**config.mk**
```make
export PLATFORM = sky130hd
export DESIGN_NAME = dmem_access_ctrl
export DESIGN_NICKNAME = d
export VERILOG_FILES = /design/src/rtl/dmem_access_ctrl.sv
export SDC_FILE = /design/constraint.sdc
export NUM_CORES = 1
export LEC_CHECK = 0
export CORE_MARGIN = 2
export CORE_UTILIZATION = 38
export DETAILED_ROUTE_END_ITERATION = 8
export PLACE_DENSITY = 0.86
export REMOVE_ABC_BUFFERS = 1
export SYNTH_ARGS = -nofsm -noshare
export SYNTH_HDL_FRONTEND = slang
export SYNTH_SLANG_ARGS = --single-unit
```
**constraint.sdc**
```tcl
create_clock -name iCLK -period 2 [get_ports iCLK]
set_input_delay 0.4 -clock iCLK [delete_from_list [all_inputs] [get_ports iCLK]]
set_output_delay 0.4 -clock iCLK [all_outputs]
set_load 0.05 [all_outputs]
```
**src/rtl/dmem_access_ctrl.sv**
```systemverilog
// Data-memory access controller: checks alignment/funct3 and runs one word-aligned req/ack bus cycle per request.
// Optional bus watchdog enabled by defining DMEM_TIMEOUT_EN (limit set by TIMEOUT_CYCLES).
module dmem_access_ctrl #(
    parameter int TIMEOUT_CYCLES = 16
) (
    input  logic        iCLK,
    input  logic        iRST_N,
    input  logic        iReq,
    input  logic        iWrite,
    input  logic [2:0]  iFunct3,
    input  logic [31:0] iAddr,
    input  logic [31:0] iWData,
    output logic        oBusy,
    output logic        oDone,
    output logic        oMisaligned,
    output logic        oIllegal,
    output logic        oBusErr,
    output logic [31:0] oRData,
    output logic [1:0]  oAlignment,
    output logic [2:0]  oFunct3,
    output logic        oMemReq,
    output logic        oMemWe,
    output logic [31:0] oMemAddr,
    output logic [3:0]  oMemBE,
    output logic [31:0] oMemWData,
    input  logic        iMemAck,
    input  logic [31:0] iMemRData,
    output logic [1:0]  oDbgState
);

    typedef enum logic [1:0] {
        ST_IDLE   = 2'd0,
        ST_ACCESS = 2'd1,
        ST_RESP   = 2'd2
    } state_t;

    if (TIMEOUT_CYCLES < 1 || TIMEOUT_CYCLES > 255) begin : g_bad_timeout
        $error("TIMEOUT_CYCLES must be in 1..255");
    end

    state_t      r_state;
    logic        r_write;
    logic        w_illegal;
    logic        w_misaligned;
    logic [3:0]  w_be;
    logic [31:0] w_wdata;

    // Handshake: oMemReq rises on accept and the oMem* bundle is frozen until the
    // single-cycle iMemAck; the ack cycle also delivers iMemRData.
    always_comb begin
        w_illegal    = 1'b0;
        w_misaligned = 1'b0;
        w_be         = 4'b1111;
        w_wdata      = 32'd0;
        if (iWrite) begin
            w_illegal = iFunct3[2] | (iFunct3[1:0] == 2'b11);
        end else begin
            w_illegal = (iFunct3[1:0] == 2'b11) | (iFunct3 == 3'b110);
        end
        w_misaligned = ((iFunct3[1:0] == 2'b10) && (iAddr[1:0] != 2'b00)) ||
                       ((iFunct3[1:0] == 2'b01) && iAddr[0]);
        if (iWrite) begin
            case (iFunct3[1:0])
                2'b00: begin
                    w_be    = 4'b0001 << iAddr[1:0];
                    w_wdata = {4{iWData[7:0]}};
                end
                2'b01: begin
                    w_be    = iAddr[1] ? 4'b1100 : 4'b0011;
                    w_wdata = {2{iWData[15:0]}};
                end
                default: begin
                    w_be    = 4'b1111;
                    w_wdata = iWData;
                end
            endcase
        end
    end

`ifdef DMEM_TIMEOUT_EN
    localparam logic [7:0] LP_TIMEOUT_LAST = 8'(TIMEOUT_CYCLES - 1);
    logic [7:0] r_timer;
`endif

    always_ff @(posedge iCLK or negedge iRST_N) begin
        if (!iRST_N) begin
            r_state     <= ST_IDLE;
            r_write     <= 1'b0;
            oDone       <= 1'b0;
            oMisaligned <= 1'b0;
            oIllegal    <= 1'b0;
            oRData      <= 32'd0;
            oAlignment  <= 2'd0;
            oFunct3     <= 3'd0;
            oMemReq     <= 1'b0;
            oMemWe      <= 1'b0;
            oMemAddr    <= 32'd0;
            oMemBE      <= 4'd0;
            oMemWData   <= 32'd0;
`ifdef DMEM_TIMEOUT_EN
            oBusErr     <= 1'b0;
            r_timer     <= 8'd0;
`endif
        end else begin
            case (r_state)
                ST_IDLE: begin
                    if (iReq) begin
                        r_write    <= iWrite;
                        oAlignment <= iAddr[1:0];
                        oFunct3    <= iFunct3;
                        // Illegal takes priority so a bad funct3 never reports as misaligned.
                        if (w_illegal) begin
                            oIllegal <= 1'b1;
                            oDone    <= 1'b1;
                            r_state  <= ST_RESP;
                        end else if (w_misaligned) begin
                            oMisaligned <= 1'b1;
                            oDone       <= 1'b1;
                            r_state     <= ST_RESP;
                        end else begin
                            oMemReq   <= 1'b1;
                            oMemWe    <= iWrite;
                            oMemAddr  <= {iAddr[31:2], 2'b00};
                            oMemBE    <= w_be;
                            oMemWData <= w_wdata;
                            r_state   <= ST_ACCESS;
`ifdef DMEM_TIMEOUT_EN
                            r_timer   <= 8'd0;
`endif
                        end
                    end
                end
                ST_ACCESS: begin
                    if (iMemAck) begin
                        if (!r_write) begin
                            oRData <= iMemRData;
                        end
                        oMemReq <= 1'b0;
                        oDone   <= 1'b1;
                        r_state <= ST_RESP;
`ifdef DMEM_TIMEOUT_EN
                    end else if (r_timer == LP_TIMEOUT_LAST) begin
                        oMemReq <= 1'b0;
                        oBusErr <= 1'b1;
                        oDone   <= 1'b1;
                        r_state <= ST_RESP;
                    end else begin
                        r_timer <= r_timer + 8'd1;
`endif
                    end
                end
                ST_RESP: begin
                    oDone       <= 1'b0;
                    oMisaligned <= 1'b0;
                    oIllegal    <= 1'b0;
`ifdef DMEM_TIMEOUT_EN
                    oBusErr     <= 1'b0;
`endif
                    r_state     <= ST_IDLE;
                end
                default: r_state <= ST_IDLE;
            endcase
        end
    end

`ifndef DMEM_TIMEOUT_EN
    assign oBusErr = 1'b0;
`endif

    assign oBusy     = (r_state != ST_IDLE);
    assign oDbgState = r_state;

endmodule

```
==> run metrics <==
crit path launch=oMisaligned$_DFFE_PN0P_; crit path max fanout=3; reg2reg path depth=6; clk_lat worst skew=0.35 ns; CP required=1.60 ns; Inserted Clock Buffers=9; Switching Power=6.47 mW; Post-synth EDFFs=0; max incr delay on CP=0.83 ns; Yosys reg bits=111; crit-path cells=clkdlybuf4s50_1; dpl cells=790; Placer Congestion=0.785; Reg power frac=0.287; hold_buf cts=0; number of global-route vias before repair=4,064; input/output buffers=214; Post-Syn Instances=401; max_cap viols=0; vias per inst=4.87; Clock power frac=0.123; Starting Density=0.389; DRT antenna net count=0; num ports=218; Avg Synthesized Cell Area=12.2 sq um; drc violations=0; Levels on crit path=1; GRT overflow=0; # setup viols final=0; Comb pwr share=0.589; Setup WS pre-CTS=-0.222 ns; pin count of the biggest net entering global routing=112; Post-CTS Setup Bufs=0; RSZ-0062 raised after global routing=no; Leak=3.38 nW; wire per inst=15.8 um; Synth top area share=0.568; max-slew violation count=0; Min-Delay Path Class=primary input to asynchronous set/reset pin; Most used DFF post-synth=dfrtp_1; Critical Path End Type=primary output; CP delay by family, top=buffers and inverters; r2r setup slk=0.16 ns; worst r2r dst=oMemAddr[13]$_DFFE_PN0P_; Synth cell types=32; fillers=986; # rows=41; Reg clk slew, reported paths=0.07 ns; Post-Syn Area=4890 sq um; Layout Nets=736; Post-DP HPWL=9610 um; Slew @ Worst Pin=0.626 ns; CP endpoint=oMisaligned; Die Ht=117 um; antenna fix cells=0; Worst VDD drop=0.00110 V; detailed-route via count=3,928; Reg area=2780 sq um; P&R area growth vs syn=56.6%; core area=12,600 sq um; die area=13,800 sq um; most frequent cells after synthesis=111 x dfrtp_1, 80 x nand2_1, 68 x mux2_2, 50 x o21ai_0, 17 x mux2_4; Rel. slew slack=0.582; Fin. Hold Viols=0; status=finished clean; Pint=7.09 mW; Power per Cell Area=1770 nW/um^2; Bufs and invs on worst path=1; Slowest-stage cell, CP=clkdlybuf4s50_1; Worst EP arrival=1.56 ns; post-CTS sizing=0; sequential area share after synthesis=0.568; fin cells=806; multi-input logic area=1960 sq um; clock root buffer=clkbuf_16; Post-Route WL=12,700 um; Setup CP Type=flop to primary output; clock buffer depth=2; Global Route Usage Sum=0.189; Clock Sinks=111; first-pass GRT wire length=21,000 um; layout cells sized above 1=0.218; count leader, synth=dfrtp_1; r2r startpoint=oDbgState[0]$_DFFE_PN0P_; TritonCTS clock tree=done; Ys Warns=0; crit path time final=1.96 ns; drt first-iter violations=148; H-Tree Depth=3; achievable frequency=511 MHz; initial antenna violation count=0; ys async rst share=1.00; part of the cycle the worst path needs=0.979; Startpoint Class=flop; Worst Skew=0.00786 ns; switching part of the total power=0.477; final worst setup slack=0.0416 ns; Area contributors post-synth=dfrtp_1 57%, mux2_2 16%, nand2_1 6.1%, mux2_4 5.2%, o21ai_0 5.1%; Yosys top cell by area=dfrtp_1; Die W=117 um; TritonRoute pass-1 iters=4
through the flow:
step | utilization | area, sq um | TNS (ns) | power (mW) | hold slack (ns)
2_1_floorplan | - | 4750 | -95.88 | 8.97 | 0.104
3_3_place_gp | 0.587 | 7370 | -5.68 | 11.8 | 0.463
3_5_place_dp | 0.587 | 7370 | -10.57 | 12.0 | 0.473
4_1_cts | 0.609 | 7650 | 0 | 13.7 | 0.154
5_1_grt | 0.609 | 7650 | 0 | 14.2 | 0.184
6_report | 0.609 | 7650 | 0 | 13.6 | 0.0885
power by group through the flow:
stage	Sequential, mW	Clock (mW)	Combinational (mW)
floorplan	7.60	0	1.37
global placement	3.88	0	7.92
detailed placement	3.94	0	8.03
CTS	3.91	1.73	8.04
global route	4.04	1.81	8.32
finish	3.89	1.67	7.99
placed cells by master, fill, tap and decap left out, types with 6 or more instances in the layout:
master,count
a21oi_1,7
buf_12,6
buf_4,28
clkbuf_16,9
clkdlybuf4s50_1,207
dfrtp_1,111
inv_1,6
mux2_2,68
mux2_4,17
mux2i_1,9
nand2_1,80
o21ai_0,50
worst min path at each step:
| stage | from | endpoint | slack, ns |
|---|---|---|---|
| after floorplan | iRST_N | oAlignment[0]$_DFFE_PN0P_ | 0.10 |
| after global placement | oMemWData[0]$_DFFE_PN0P_ | oMemWData[0]$_DFFE_PN0P_ | 0.46 |
| after detailed placement | oMemWData[20]$_DFFE_PN0P_ | oMemWData[20]$_DFFE_PN0P_ | 0.47 |
| after CTS | iRST_N | oMemWe$_DFFE_PN0P_ | 0.15 |
| after global routing | iRST_N | oMemWData[9]$_DFFE_PN0P_ | 0.18 |
| final | iRST_N | oMemWe$_DFFE_PN0P_ | 0.09 |
worst register-to-register path, delay by kind of cell, from the launching register on:
family | cells | cell delay (ns)
adders and majority gates | 1 | 0.27
and+or+nand+nor | 1 | 0.15
buffers and inverters | 2 | 0.39
muxes | 1 | 0.37
DFF | 1 | 0.39
AOI/OAI and AO/OA | 1 | 0.16
metal layers:
metal  share of wire  global-route usage  wire length [um]
met1            0.41               0.226              5190
met2            0.47               0.309              6030
met3           0.091              0.0627              1150
met4           0.027              0.0866               338
met5               0                   0                 0
cell type report:
type,instances,area share
Clock inverter,4,0.00409
Sequential cell,111,0.363
Tap cell,172,0.0281
Multi-Input combinational cell,260,0.256
Clock buffer,12,0.0322
Timing Repair Buffer,241,0.314
Inverter,6,0.00294
sequential cells by signal (all words and copies together), names as in the netlist:
register / count
oMemWData: 32
oRData: 32
oMemAddr: 30
oMemBE: 4
oFunct3: 3
oAlignment: 2
oDbgState: 2
oDone: 1
oIllegal: 1
oMemReq: 1
oMemWe: 1
oMisaligned: 1
r_write: 1
cells by family after synthesis:
group                    after synthesis  synth area share
adder cells (fa/ha/maj)                3           0.00768
other                                  1          0.000767
AND/OR/NAND/NOR                       92            0.0809
flip-flops                           111             0.568
AO/OA/AOI/OAI                         67            0.0786
buffers and inverters                 32            0.0346
XOR/XNOR                               1           0.00179
multiplexers                          94             0.227
(Power assumes the default switching activity.)
